[src/rtl/multi_key_debouncer_pkg.sv]
// Shared constants and helpers for the multi-key debouncer.
// Optional feature macro: MULTI_KEY_DEBOUNCER_REPEAT_EN (auto-repeat of key_pressed).
package multi_key_debouncer_pkg;

   localparam int DEFAULT_N_KEYS          = 4;
   localparam int DEFAULT_DEPTH           = 8;
   localparam int DEFAULT_STROBE_WIDTH    = 16;
   localparam int DEFAULT_ACTIVE_LOW_KEYS = 1;
   localparam int DEFAULT_REPEAT_DELAY    = 64;
   localparam int DEFAULT_REPEAT_PERIOD   = 16;

   // Number of bits needed to hold values 0..value-1 (value >= 2 in practice).
   function automatic int clog2(input int value);
      int result;
      result = 0;
      while ((1 << result) < value) begin
         result = result + 1;
      end
      return result;
   endfunction

endpackage

[src/rtl/key_debounce_channel.sv]
// One debounce channel: 2-flop synchroniser, strobe-driven integrating counter,
// debounced state and one-clock press/release pulses.
// With MULTI_KEY_DEBOUNCER_REPEAT_EN defined, a held key re-pulses key_pressed.
module key_debounce_channel
   import multi_key_debouncer_pkg::*;
#(
   parameter int DEPTH           = DEFAULT_DEPTH,
   parameter int ACTIVE_LOW_KEYS = DEFAULT_ACTIVE_LOW_KEYS,
   parameter int REPEAT_DELAY    = DEFAULT_REPEAT_DELAY,
   parameter int REPEAT_PERIOD   = DEFAULT_REPEAT_PERIOD
)(
   input  logic clk,
   input  logic reset,
   input  logic strobe,
   input  logic key_raw,
   output logic key_state,
   output logic key_state_next,
   output logic key_pressed,
   output logic key_released
);

   localparam int CW = clog2(DEPTH + 1);

   logic          sync1_reg;
   logic          sync2_reg;
   logic          sample;
   logic [CW-1:0] cnt_reg;
   logic [CW-1:0] cnt_next;
   logic          state_reg;
   logic          state_next;
   logic          flip;
   logic          repeat_fire;
   logic          pressed_reg;
   logic          pressed_next;
   logic          released_reg;
   logic          released_next;

   // Sample is "1 = pressed" regardless of the key's electrical polarity.
   assign sample = (ACTIVE_LOW_KEYS != 0) ? ~sync2_reg : sync2_reg;

   // Count consecutive differing strobes; flip state on the DEPTH-th one.
   always_comb begin
      cnt_next   = cnt_reg;
      state_next = state_reg;
      flip       = 1'b0;
      if (strobe) begin
         if (sample != state_reg) begin
            if (cnt_reg == CW'(DEPTH - 1)) begin
               flip       = 1'b1;
               cnt_next   = '0;
               state_next = ~state_reg;
            end else begin
               cnt_next = cnt_reg + 1'b1;
            end
         end else begin
            cnt_next = '0;
         end
      end
      pressed_next  = (flip & state_next) | repeat_fire;
      released_next = flip & ~state_next;
   end

   // Synchroniser, counter, debounced state and pulse registers.
   always_ff @(posedge clk or negedge reset) begin
      if (!reset) begin
         sync1_reg    <= 1'b0;
         sync2_reg    <= 1'b0;
         cnt_reg      <= '0;
         state_reg    <= 1'b0;
         pressed_reg  <= 1'b0;
         released_reg <= 1'b0;
      end else begin
         sync1_reg    <= key_raw;
         sync2_reg    <= sync1_reg;
         cnt_reg      <= cnt_next;
         state_reg    <= state_next;
         pressed_reg  <= pressed_next;
         released_reg <= released_next;
      end
   end

`ifdef MULTI_KEY_DEBOUNCER_REPEAT_EN
   localparam int RPT_MAX = (REPEAT_DELAY > REPEAT_PERIOD) ? REPEAT_DELAY : REPEAT_PERIOD;
   localparam int RW      = clog2(RPT_MAX + 1);

   logic [RW-1:0] rpt_cnt_reg;
   logic [RW-1:0] rpt_cnt_next;
   logic          rpt_first_reg;
   logic          rpt_first_next;

   // Repeat timer: runs only while debounced-pressed; first interval is the delay.
   always_comb begin
      rpt_cnt_next   = rpt_cnt_reg;
      rpt_first_next = rpt_first_reg;
      repeat_fire    = 1'b0;
      if (!state_reg) begin
         rpt_cnt_next   = '0;
         rpt_first_next = 1'b1;
      end else if (strobe && !flip) begin
         if ((int'(rpt_cnt_reg) + 1) == (rpt_first_reg ? REPEAT_DELAY : REPEAT_PERIOD)) begin
            repeat_fire    = 1'b1;
            rpt_cnt_next   = '0;
            rpt_first_next = 1'b0;
         end else begin
            rpt_cnt_next = rpt_cnt_reg + 1'b1;
         end
      end
   end

   // Repeat timer registers.
   always_ff @(posedge clk or negedge reset) begin
      if (!reset) begin
         rpt_cnt_reg   <= '0;
         rpt_first_reg <= 1'b1;
      end else begin
         rpt_cnt_reg   <= rpt_cnt_next;
         rpt_first_reg <= rpt_first_next;
      end
   end
`else
   // Repeat disabled; the parameters stay so both builds share one interface.
   assign repeat_fire = 1'b0 & (REPEAT_DELAY == REPEAT_PERIOD);
`endif

   assign key_state      = state_reg;
   assign key_state_next = state_next;
   assign key_pressed    = pressed_reg;
   assign key_released   = released_reg;

endmodule

[src/rtl/multi_key_debouncer.sv]
// Multi-key debouncer top: shared sample-strobe counter and N_KEYS channels.
// Optional feature macro: MULTI_KEY_DEBOUNCER_REPEAT_EN (auto-repeat of key_pressed).
module multi_key_debouncer
   import multi_key_debouncer_pkg::*;
#(
   parameter int N_KEYS          = DEFAULT_N_KEYS,
   parameter int DEPTH           = DEFAULT_DEPTH,
   parameter int STROBE_WIDTH    = DEFAULT_STROBE_WIDTH,
   parameter int ACTIVE_LOW_KEYS = DEFAULT_ACTIVE_LOW_KEYS,
   parameter int REPEAT_DELAY    = DEFAULT_REPEAT_DELAY,
   parameter int REPEAT_PERIOD   = DEFAULT_REPEAT_PERIOD
)(
   input  logic              clk,
   input  logic              reset,
   input  logic [N_KEYS-1:0] key_raw,
   output logic [N_KEYS-1:0] key_state,
   output logic [N_KEYS-1:0] key_pressed,
   output logic [N_KEYS-1:0] key_released,
   output logic              any_pressed
);

   logic [STROBE_WIDTH-1:0] strobe_cnt_reg;
   logic                    strobe;
   logic [N_KEYS-1:0]       state_next_bus;
   logic                    any_pressed_reg;

   // Free-running strobe counter; strobe marks its all-ones count.
   always_ff @(posedge clk or negedge reset) begin
      if (!reset) begin
         strobe_cnt_reg <= '0;
      end else begin
         strobe_cnt_reg <= strobe_cnt_reg + 1'b1;
      end
   end

   assign strobe = &strobe_cnt_reg;

   // any_pressed registered from next-state so it changes with key_state.
   always_ff @(posedge clk or negedge reset) begin
      if (!reset) begin
         any_pressed_reg <= 1'b0;
      end else begin
         any_pressed_reg <= |state_next_bus;
      end
   end

   assign any_pressed = any_pressed_reg;

   genvar gi;
   generate
      for (gi = 0; gi < N_KEYS; gi++) begin : g_chan
         key_debounce_channel #(
            .DEPTH           (DEPTH),
            .ACTIVE_LOW_KEYS (ACTIVE_LOW_KEYS),
            .REPEAT_DELAY    (REPEAT_DELAY),
            .REPEAT_PERIOD   (REPEAT_PERIOD)
         ) u_chan (
            .clk            (clk),
            .reset          (reset),
            .strobe         (strobe),
            .key_raw        (key_raw[gi]),
            .key_state      (key_state[gi]),
            .key_state_next (state_next_bus[gi]),
            .key_pressed    (key_pressed[gi]),
            .key_released   (key_released[gi])
         );
      end
   endgenerate

endmodule

[config.mk]
export PLATFORM = sky130hd
export DESIGN_NAME = multi_key_debouncer
export DESIGN_NICKNAME = d
export VERILOG_FILES = /design/src/rtl/multi_key_debouncer_pkg.sv /design/src/rtl/key_debounce_channel.sv /design/src/rtl/multi_key_debouncer.sv
export SDC_FILE = /design/constraint.sdc
export NUM_CORES = 1
export LEC_CHECK = 0
export BUFFER_PORTS_ARGS = -buffer_cell sky130_fd_sc_hd__buf_2
export CAP_MARGIN = 20
export CORE_ASPECT_RATIO = 0.7
export CORE_MARGIN = 4
export CORE_UTILIZATION = 45
export CTS_BUF_LIST = sky130_fd_sc_hd__clkbuf_16
export CTS_CLUSTER_DIAMETER = 120
export DETAILED_ROUTE_END_ITERATION = 8
export GPL_TIMING_DRIVEN = 0
export PLACE_DENSITY_LB_ADDON = 0.08
export REMOVE_ABC_BUFFERS = 1
export SLEW_MARGIN = 20
export SYNTH_ARGS = -nofsm -noshare
export SYNTH_HDL_FRONTEND = slang
export SYNTH_SLANG_ARGS = --single-unit
[constraint.sdc]
create_clock -name clk -period 1.7 [get_ports clk]
set_input_delay 0.255 -clock clk [delete_from_list [all_inputs] [get_ports clk]]
set_output_delay 0.255 -clock clk [all_outputs]
set_load 0.01 [all_outputs]
After elaboration in Yosys (flattened, before gate mapping)
Cells that the tools add are included.
- $add $sub $neg: 5
- eq/ne operators: 8
- mux-type cells: 32
- bitwise operators: 20
- reduce and logical (&&, ||, !) cells: 2
- operators with widths (operator ; count):
    two-way mux 4 bit ; 8
    two-way mux 1 bit ; 24
    adder 16 x 1 -> 16 bit (second input constant) ; 1
    adder 4 x 1 -> 4 bit (second input constant) ; 4
    == test 4 x 3 -> 1 bit (second input constant) ; 4
    AND reduction 16 bit ; 1
    NOT 1 bit ; 12
    bitwise AND 1 bit ; 8
    inequality test 1 bit ; 4
    OR reduction 4 bit ; 1
- register bits: 53
- output and inout bits: 13
- word-level logic and storage cells: 93

Logic depth before layout (Yosys ltp)
Gate-level depths: netlist of run 1.
- word-level depth: 6
- mapped depth: 7
- gate-level depth less buffers: 6

Cells and area by module
Synthesis of run 1 repeated with hierarchy kept, for this count alone.
- cell total of the unflattened synthesis: 194
- area total of the unflattened synthesis: 2230.9 µm²
- modules (own cells, without submodules) (module ; times used ; cells each ; area each (µm²) ; sequential area each (µm²)):
    key_debounce_channel ; 4 ; 33 ; 372.9 ; 225.2
    multi_key_debouncer ; 1 ; 62 ; 739.5 ; 425.4

Worst setup path after synthesis of run 1
Ideal clock, no wire load.
- path kind: register -> register
- start: register strobe_cnt_reg[0]
- end: register any_pressed_reg (netlist: any_pressed)
- setup time: 0.136 ns
- arrival time: 1.503 ns
- data required time: 1.564 ns
- slack: 0.061 ns
- cell stages (with the launch flop): 8
- buffers on the path: 1
- period minus slack after synthesis: 1.639 ns
- path through: dfrtp_1 ha_1 nand4_1 and4bb_4 buf_8 nand2_4 mux2i_1 nand4_1
- cells in the longest elaborated chain, start to end: 3
- elaborated cells between the ends (all ways): 6
- ends and longest elaborated chain (item ; RTL line ; text):
    start: declaration ; multi_key_debouncer.sv:22 ; logic [STROBE_WIDTH-1:0] strobe_cnt_reg;
    start signal: assignment ; multi_key_debouncer.sv:32 ; strobe_cnt_reg <= strobe_cnt_reg + 1'b1;
    AND reduction 16 bit (*) ; multi_key_debouncer.sv:36 ; assign strobe = &strobe_cnt_reg;
    two-way mux 1 bit ; key_debounce_channel.sv:46 ; if (strobe) begin
    OR reduction 4 bit (*) ; multi_key_debouncer.sv:43 ; any_pressed_reg <= |state_next_bus;
    end signal: assignment ; multi_key_debouncer.sv:43 ;
    end: declaration ; multi_key_debouncer.sv:25 ; logic any_pressed_reg;
Every way passes the cells marked *; elsewhere a longest branch is shown, timed or not.
A chain may end at the register's enable or synchronous reset.

Worst setup path in the final report of run 1
- start: register strobe_cnt_reg[1]
- end: register any_pressed_reg (netlist: any_pressed)
The elaborated chain is that of the path after synthesis.

==> results of run 1 <==
per-layer routing:
metal / up-vias / share of wire / wire (um) / global-route usage
li1: 769 / - / - / -
met5: - / 0 / 0 / 0
met3: 2 / 0.030 / 129 / 0.03579
met4: 0 / 0.0078 / 34 / 0.06475
met1: 740 / 0.49 / 2119 / 0.2063
met2: 19 / 0.48 / 2069 / 0.2438
kinds of logic after synthesis:
family,after synthesis,share of synthesized area
flops,53,0.5617
compound gates,20,0.06571
xor+xnor,22,0.08161
buf+inv,24,0.06306
simple gates,86,0.1844
mux,4,0.01696
fa+ha+maj,5,0.02650
placed cells by master (no fill, tap or decap), types with 5 or more instances in the layout:
| cell type | instances |
|---|---|
| buf_2 | 18 |
| buf_4 | 6 |
| clkbuf_16 | 5 |
| dfrtp_1 | 53 |
| inv_1 | 9 |
| nand2_1 | 29 |
| nand3_1 | 20 |
| nor2_1 | 6 |
| o21ai_0 | 8 |
| xnor2_1 | 13 |
| xor2_1 | 9 |
area by class of cell:
class                           count  share of cell area
Timing Repair Buffer               28             0.06652
Clock buffer                        5             0.04435
Sequential cell                    53              0.4701
Tap cell                           69             0.03060
Inverter                            9             0.01197
Multi-Input combinational cell    139              0.3721
Clock inverter                      3            0.004435
through the flow:
stage | TNS [ns] | util
finish | -0.7233 | 0.5742
global route | -3.292 | 0.5742
CTS | -0.2940 | 0.5569
detailed placement | -5.456 | 0.4971
global placement | -4.813 | 0.4930
floorplan | -0.02768 | -
path summary, 6_finish.rpt:
check,startpoint,end,slack (ns),cells after the start
setup / recovery,strobe_cnt_reg[1],any_pressed,-0.11,6
hold / removal,key_raw[2],g_chan[2].u_chan.sync1_reg,0.07,1
setup reg to reg,strobe_cnt_reg[1],any_pressed,-0.11,6
hold reg to reg,g_chan[1].u_chan.sync1_reg,g_chan[1].u_chan.sync2_reg,0.34,0
max in group asynchronous,reset,g_chan[3].u_chan.key_released,0.69,3
min in group asynchronous,reset,g_chan[1].u_chan.cnt_reg[2],0.47,2
worst max-delay path, stage by stage, from the launching register on:
cell and delay [ns]:
dfrtp_1 0.40, ha_4 0.16, nand4_1 0.21, and4bb_4 0.54, nand2_4 0.08, mux2i_2 0.20, nand4_1 0.11
where the power goes:
part	switching [mW]	internal (mW)	total, mW
Clock	0.427	0.533	0.960
Sequential	0.0103	1.27	1.28
Combinational	0.0377	0.0183	0.0560
timing repair:
item,CTS,global route
pin swaps,3,4
resized for setup,15,19
hold buffers,1,0
endpoints found under the setup margin,24,25
buffers inserted,6,2
gates cloned,2,0
hold endpoints to repair,19,0
==> run_results.csv, run 1 <==
group,metric,value,unit
sta,fin_ws,-0.1115,ns
synthesis,synth_flop_cell,"dfrtp_1",
place,dp_cells,287,
sta,max_freq,552.0,MHz
synthesis,yosysSeqAreaShare,0.5617,
run,maxCapViolCount,0,
place,placed_cell_area,0.002442,mm2
sta,tightestPinTransition,0.4864,ns
route,totalWireLength,4.352,mm
synthesis,synth_top_cell_by_area,"dfrtp_1",
clock_network,tritoncts,"done",
floorplan,initial_core_util,0.4805,
place,port-buffer-count,18,
floorplan,die_h,68.60,um
sta,period_minus_slack,1.812,ns
synthesis,syn_area,0.002361,mm2
clock_network,clk_latency,0.29,ns
synthesis,synth_edf_count,0,
synthesis,yosysWarnings,0,
sta,hold_viol,0,
layout,final_nets,247,
sta,hold_slack,0.07303,ns
clock_network,cts_buffers,5,
floorplan,core,0.004913,mm2
clock_network,path_clk_slew,0.07,ns
synthesis,synth_cell_types,25,
sta,maxSlewViolCount,0,
route,ant_nets,0,
worst_setup_path,crit_fanout,5,
synthesis,postSynth.asyncResetShare,1.000,
layout,n_antenna_cell,0,
sta,final.setup_skew,0.006346,ns
synthesis,ys_seq_elements,53,
layout,regArea,0.001326,mm2
global_route,grt_pass1_wl,7.348,mm
layout,stdcell_count,306,
global_route,grt_pass1_vias,1477,
route,vias,1530,
global_route,antenna_found_initial,0,
synthesis,synth.area.top_cells,"dfrtp_1, nand2_1, xnor2_1",
route,drtIter0Drc,66,
worst_hold_path,hp-class,"in -> reg",
place,gp_congestion,0.7277,
power_and_ir_drop,leakage,1.427,nW
layout,nFillCells,419,
worst_setup_path,critPathRequiredTime,1.87,ns
global_route,grt_use_total,0.1539,
layout,synthToLayoutAreaGrowth,19.50,%
sta,rsz0062_at_grt,"yes",
worst_setup_path,arrival,1.98,ns
layout,drive_gt1_frac,0.2743,
run_status,violations,"setup timing",
global_route,grt_max_degree,35,
clock_network,clockBufferDepth,2,
power_and_ir_drop,power_density,814.0,mW/mm2
synthesis,synth.most_common_cell,"dfrtp_1",
run_status,status,"finished, violations left",
worst_setup_path,critPathLaunchType,"register",
power_and_ir_drop,total_power,2.297,mW
route,avgRoutedWirePerCell,14.22,um
sta,relSlewSlack,0.6757,
route,vias_per_cell,5.000,
sta,setup_viol,18,
synthesis,synthCells,214,
clock_network,cts_root_buf,"clkbuf_16",
layout,multi_input_area,0.001050,mm2
worst_setup_path,crit_type,"reg -> reg",
floorplan,io_pins,19,
floorplan,die_w,94.58,um
place,dpl_worst_slack,-0.4837,ns
sta,fin_crit_sh,1.066,
route,drc,0,
power_and_ir_drop,ir_worst_vdd,418.2,uV
layout,design_area,0.002821,mm2
place,dp_hpwl,2.807,mm
route,first_pass_iters,4,
floorplan,dieArea,0.006488,mm2
synthesis,synth_top_area_share,0.5617,
clock_network,h-tree-depth,2,
synthesis,syn_area_per_cell,11.03,um2
global_route,grt_overflow,0,
synthesis,synth.top_cells.by_count,"dfrtp_1, nand2_1, nand3_1, xnor2_1, buf_4",
floorplan,rows,21,
clock_network,cts.sinks,53,
worst_setup_path,crit_path_end_kind,"register",
(Power assumes the default switching activity.)
==> run 2, diff against run 1 <==
--- a/config.mk
+++ b/config.mk
@@ -7,5 +7,4 @@
 export LEC_CHECK = 0
 export BUFFER_PORTS_ARGS = -buffer_cell sky130_fd_sc_hd__buf_2
-export CAP_MARGIN = 20
 export CORE_ASPECT_RATIO = 0.7
 export CORE_MARGIN = 4
@@ -17,4 +16,5 @@
 export PLACE_DENSITY_LB_ADDON = 0.08
 export REMOVE_ABC_BUFFERS = 1
+export SKIP_LAST_GASP = 1
 export SLEW_MARGIN = 20
 export SYNTH_ARGS = -nofsm -noshare
==> constraint.sdc (replaced) <==
create_clock -name clk -period 1.7 [get_ports clk]
set_input_delay 0.085 -clock clk [delete_from_list [all_inputs] [get_ports clk]]
set_output_delay 0.085 -clock clk [all_outputs]
set_load 0.01 [all_outputs]
==> run 2 against run 1 <==
Net effect:
- register-to-register slack barely moved
- the flow still finishes with violations (setup timing)
- critical path depth did not move
- non-clock buffer count rose by 4
- fmax barely moved
- largest cell class unchanged
- clock power fell by 0.4%
- flip-flop and latch count did not move
==> run_results.csv, run 2 (same netlist as run 1, synthesis figures left out) <==
group,metric,value,unit
sta,final.setup_skew,0.008772,ns
clock_network,cts.sinks,53,
layout,layout_commonest_cell,"dfrtp_1",
layout,final_cell_mix,"dfrtp_1, nand2_1, nand3_1, buf_2, xnor2_1",
clock_network,h-tree-depth,2,
route,drtIter0Drc,77,
layout,design_area,0.002856,mm2
power_and_ir_drop,ir_worst_vdd,418.7,uV
clock_network,clk_latency,0.29,ns
clock_network,clockBufferDepth,2,
run_status,status,"finished, violations left",
place,gp_congestion,0.7277,
sta,maxSlewViolCount,0,
layout,drive_gt1_frac,0.2614,
sta,fin_crit_sh,1.065,
floorplan,initial_core_util,0.4805,
clock_network,path_clk_slew,0.07,ns
worst_setup_path,critPathLaunchType,"register",
sta,hold_slack,0.2962,ns
layout,synthToLayoutAreaGrowth,20.99,%
sta,hold_viol,0,
worst_setup_path,arrival,1.98,ns
global_route,grt_use_total,0.1541,
worst_setup_path,slowest_delay,0.54,ns
worst_setup_path,cp_common_cell,"nand4_1",
worst_setup_path,crit_type,"reg -> reg",
floorplan,die_w,94.58,um
power_and_ir_drop,total_power,2.299,mW
floorplan,rows,21,
clock_network,cts_buffers,5,
worst_setup_path,crit_fanout,5,
sta,fin_ws,-0.1103,ns
route,vias_per_cell,4.974,
floorplan,io_pins,19,
sta,relSlewSlack,0.6730,
layout,n_antenna_cell,0,
sta,period_minus_slack,1.810,ns
global_route,grt_pass1_wl,7.362,mm
sta,rsz0062_at_grt,"yes",
worst_setup_path,critPathRequiredTime,1.87,ns
clock_network,cts_root_buf,"clkbuf_16",
worst_setup_path,crit_path_end_kind,"register",
sta,tightestPinTransition,0.4905,ns
global_route,grt_max_degree,35,
worst_setup_path,critPathSlowestCell,"and4bb_4",
power_and_ir_drop,power_density,805.0,mW/mm2
sta,finalSetupTns,-0.7294,ns
floorplan,dieArea,0.006488,mm2
power_and_ir_drop,leakage,1.443,nW
place,placed_cell_area,0.002442,mm2
sta,setup_viol,17,
place,dp_hpwl,2.807,mm
layout,fin_util,0.5814,
floorplan,core,0.004913,mm2
worst_setup_path,worstPathCellList,"ha_4 > nand4_1 > and4bb_4 > nand2_4 > mux2i_2 > nand4_1",
route,ant_nets,0,
route,totalWireLength,4.367,mm
layout,stdcell_count,310,
route,avgRoutedWirePerCell,14.09,um
global_route,antenna_found_initial,0,
worst_hold_path,hp-class,"in -> async",
route,vias,1542,
run,maxCapViolCount,0,
layout,final_nets,251,
run_status,violations,"setup timing",
place,dpl_worst_slack,-0.4837,ns
route,first_pass_iters,4,
sta,max_freq,552.4,MHz
place,dp_cells,287,
clock_network,tritoncts,"done",
floorplan,die_h,68.60,um
global_route,grt_overflow,0,
place,port-buffer-count,18,
route,drc,0,
global_route,grt_pass1_vias,1481,
[run 2: worst paths after layout]
| path | from | to | slack [ns] | cells after the start |
|---|---|---|---|---|
| setup / recovery | strobe_cnt_reg[1] | any_pressed | -0.11 | 6 |
| hold / removal | reset | g_chan[1].u_chan.cnt_reg[2] | 0.30 | 2 |
| setup reg to reg | strobe_cnt_reg[1] | any_pressed | -0.11 | 6 |
| hold reg to reg | g_chan[1].u_chan.sync1_reg | g_chan[1].u_chan.sync2_reg | 0.34 | 0 |
| max in group asynchronous | reset | g_chan[0].u_chan.key_pressed | 0.86 | 3 |
| min in group clk | g_chan[1].u_chan.sync1_reg | g_chan[1].u_chan.sync2_reg | 0.34 | 0 |
[run 2: worst max-delay path, delay by kind of cell, from the launching register on]
| family | cells | cell delay [ns] |
|---|---|---|
| DFF | 1 | 0.40 |
| adders and majority gates | 1 | 0.16 |
| muxes | 1 | 0.20 |
| and+or+nand+nor | 4 | 0.94 |
[run 2: power by group]
group	internal [mW]	switching [mW]	total, mW
sequential	1.27	0.0104	1.28
clock	0.533	0.423	0.956
combinational	0.0242	0.0384	0.0626
[run 2: what timing repair did]
| action | 4_1_cts | 5_1_grt |
|---|---|---|
| hold endpoints to repair | 23 | 0 |
| buffers inserted | 6 | 2 |
| gates resized for setup | 14 | 18 |
| endpoints found under the setup margin | 24 | 25 |
| pin swaps | 3 | 4 |
| hold buffers | 5 | 0 |
| cloned | 2 | 0 |
[run 2: layout make-up]
class	instances	area, um2
inverters	9	33.78
clock buffers	5	125.1
well taps	69	86.33
flip-flops and latches	53	1326
multi-input cells	139	1045
clock inverters	3	12.51
fillers	411	2057
repair buffers	32	227.7
[run 2: routing by layer]
metal	vias to the layer above	track usage	share of wire
li1	776	-	-
met1	746	0.2070	0.49
met2	18	0.2438	0.47
met3	2	0.03579	0.028
met4	0	0.06475	0.0078
met5	-	0	0
==> run 3, diff against run 2 <==
ABC_AREA = 1   (was unset)
==> run 3 against run 2 <==
Net effect:
- the run now ends clean
- sequential share of layout area up 0.27 points
- non-clock buffer count is 3 higher
- worst setup slack gained 0.18 ns
- final cell count is 11% higher
- power fell by 1.8%
- clock skew shrank 0.0040 ns
- critical path depth rose by 3
- via count grew 5.3%
- flip-flop and latch count unchanged
==> run_results.csv, run 3 <==
group,metric,value,unit
power_and_ir_drop,power_frac_clock,0.414,
synthesis,synth_top_family_by_area,"simple AND/OR/NAND/NOR gates",
route,avgRoutedWirePerCell,12.01,um
synthesis,synth_compound_area_frac,0.07073,
power_and_ir_drop,switching_share,0.1954,
floorplan,die_w,95.72,um
sta,finalSetupTns,0,ns
route,ant_nets,0,
global_route,busiest_layer,"met1",
worst_setup_path,slowest_delay,0.36,ns
layout,layout_commonest_cell,"dfrtp_1",
synthesis,synth_top_cell_by_area,"dfrtp_1",
power_and_ir_drop,comb_power_share,0.021,
global_route,grt_use_met1,0.2179,
synthesis,ys_seq_elements,53,
power_and_ir_drop,ir_worst_vdd,463.3,uV
global_route,grt_overflow,0,
sta,setup_viol,0,
clock_network,path_clk_slew,0.06,ns
route,vias_per_cell,4.735,
sta,max_freq,613.4,MHz
worst_setup_path,arrival,1.85,ns
power_and_ir_drop,p_int,1.816,mW
worst_setup_path,crit_fanout,8,
layout,nFillCells,478,
floorplan,rows,22,
power_and_ir_drop,total_power,2.257,mW
synthesis,synth-xor-area-share,0.08312,
place,gp_congestion,0.7624,
clock_network,clockBufferDepth,2,
route,drtIter0Drc,53,
clock_network,cts.sinks,53,
floorplan,core,0.005230,mm2
sta,hold_slack,0.3480,ns
worst_setup_path,path_buf_inv,1,
global_route,use_met2,0.1772,
synthesis,yosys.area_share.simple,0.1905,
synthesis,syn_area_per_cell,10.06,um2
sta,tightestPinTransition,0.6615,ns
place,port-buffer-count,18,
power_and_ir_drop,p_seq_frac,0.565,
floorplan,dieArea,0.006643,mm2
synthesis,synth.most_common_cell,"dfrtp_1",
clock_network,h-tree-depth,2,
synthesis,synthCells,241,
sta,maxSlewViolCount,0,
power_and_ir_drop,power_density,794.8,mW/mm2
sta,hold_viol,0,
layout,synthToLayoutAreaGrowth,17.19,%
global_route,grtUsageMet3,0.03905,
worst_setup_path,crit_path_end_kind,"register",
synthesis,synth_cell_types,26,
layout,final_cell_mix,"dfrtp_1, nand2_1, inv_1, nand3_1, o21ai_0",
global_route,grt_pass1_vias,1500,
worst_setup_path,cp_top_family,"simple AND/OR/NAND/NOR gates",
run_status,status,"complete, no violations",
place,dp_hpwl,2.511,mm
synthesis,synth_flop_cell,"dfrtp_1",
run,maxCapViolCount,0,
route,first_pass_iters,4,
worst_setup_path,worstPathCellList,"ha_2 > nand2_1 > nor2_4 > nand2_8 > nor2_4 > nand2_4 > nor2_4 > nand3_1 > inv_1",
sta,relSlewSlack,0.5590,
synthesis,synth_adder_area_share,0.02581,
worst_setup_path,critPathRequiredTime,1.92,ns
route,drc,0,
route,totalWireLength,4.119,mm
worst_setup_path,critPathLaunchType,"register",
synthesis,synth_top_area_share,0.5472,
worst_hold_path,hp-class,"reg -> reg",
layout,final_nets,281,
synthesis,postSynth.asyncResetShare,1.000,
floorplan,die_h,69.40,um
power_and_ir_drop,leakage,1.452,nW
synthesis,synth_mux_area_frac,0,
clock_network,tritoncts,"done",
power_and_ir_drop,switching_power,0.4410,mW
worst_setup_path,crit_type,"reg -> reg",
clock_network,cts_buffers,5,
layout,drive_gt1_frac,0.2140,
synthesis,yosysWarnings,0,
clock_network,cts_root_buf,"clkbuf_16",
global_route,grt_max_degree,54,
sta,period_minus_slack,1.630,ns
worst_setup_path,critPathSlowestCell,"dfrtp_1",
global_route,grt_pass1_wl,7.127,mm
sta,final.setup_skew,0.004784,ns
synthesis,yosysSeqAreaShare,0.5472,
synthesis,synth.top_cells.by_count,"dfrtp_1, nand2_1, inv_1, nand3_1, o21ai_0",
floorplan,io_pins,19,
global_route,grt_use_total,0.1345,
layout,n_antenna_cell,0,
floorplan,initial_core_util,0.4634,
synthesis,synth_edf_count,0,
worst_setup_path,cp_common_cell,"nor2_4",
synthesis,synth.area.top_cells,"dfrtp_1, nand2_1, nand3_1",
route,vias,1624,
global_route,antenna_found_initial,0,
synthesis,syn_area,0.002424,mm2
sta,fin_crit_sh,0.9590,
clock_network,clk_latency,0.28,ns
[run 3: cell count changes after synthesis, moves of 4 or more]
cell / before / now
nor2_4: 0 / 4
mux2i_1: 4 / 0
o21ai_1: 2 / 6
o41ai_2: 4 / 0
o31ai_1: 4 / 0
o21ai_0: 10 / 21
inv_1: 9 / 22
and2_1: 4 / 0
[run 3: cells by family after synthesis]
kind of cell               count (synthesis)
AOI/OAI and AO/OA                         33
xor gates and xnor gates                  23
adders and majority gates                  5
buffers and inverters                     38
DFF                                       53
and+or+nand+nor                           89
[run 3: cell type report]
cell class              count  area (um2)  share of cell area
clock inverters             3       11.26            0.003965
well taps                  72       90.09             0.03172
inverters                  22       82.58             0.02907
repair buffers             35       236.5             0.08326
clock buffers               5       125.1             0.04405
flip-flops and latches     53        1326              0.4670
multi-input cells         153       968.4              0.3410
[run 3: power by group through the flow]
stage / registers (mW) / logic [mW] / clock network (mW)
after floorplan: 1.30 / 0.00904 / 0
after global placement: 1.30 / 0.0412 / 0
final: 1.27 / 0.0480 / 0.935
after CTS: 1.27 / 0.0506 / 0.972
after global routing: 1.27 / 0.0570 / 1.02
after detailed placement: 1.30 / 0.0417 / 0
[run 3: final timing paths]
check                                                 from                       endpoint  slack (ns)  cells past startpoint
worst min register to register  g_chan[3].u_chan.sync1_reg     g_chan[3].u_chan.sync2_reg        0.35                      0
max in group asynchronous                            reset   g_chan[3].u_chan.key_pressed        0.88                      2
worst min-delay path            g_chan[3].u_chan.sync1_reg     g_chan[3].u_chan.sync2_reg        0.35                      0
worst max register to register           strobe_cnt_reg[1]  g_chan[3].u_chan.key_released        0.07                      9
worst max-delay path                     strobe_cnt_reg[1]  g_chan[3].u_chan.key_released        0.07                      9
min in group asynchronous                            reset  g_chan[0].u_chan.key_released        0.38                      2
[run 3: what timing repair did]
| action | CTS | global route |
|---|---|---|
| gates cloned | 2 | 1 |
| setup endpoints to repair | 21 | 22 |
| buffers inserted | 3 | 9 |
| gates resized for setup | 3 | 9 |
| hold buffers | 5 | 0 |
| hold endpoints to repair | 57 | 0 |
| pin swaps | 2 | 4 |
[run 3: stage by stage]
stage | area [um2] | setup slack [ns] | util | cells
floorplan | 2306 | 0.1220 | - | 225
global placement | 2486 | -0.2216 | 0.4754 | 315
detailed placement | 2489 | -0.1989 | 0.4758 | 315
CTS | 2734 | 0.01388 | 0.5227 | 333
global route | 2840 | -0.02689 | 0.5431 | 343
finish | 2840 | 0.06976 | 0.5431 | 343
[run 3: per-layer routing]
layer  vias up  part of all wire
li1        835                 -
met3         2             0.040
met5         -                 0
met4         0            0.0053
met1       764              0.55
met2        23              0.40
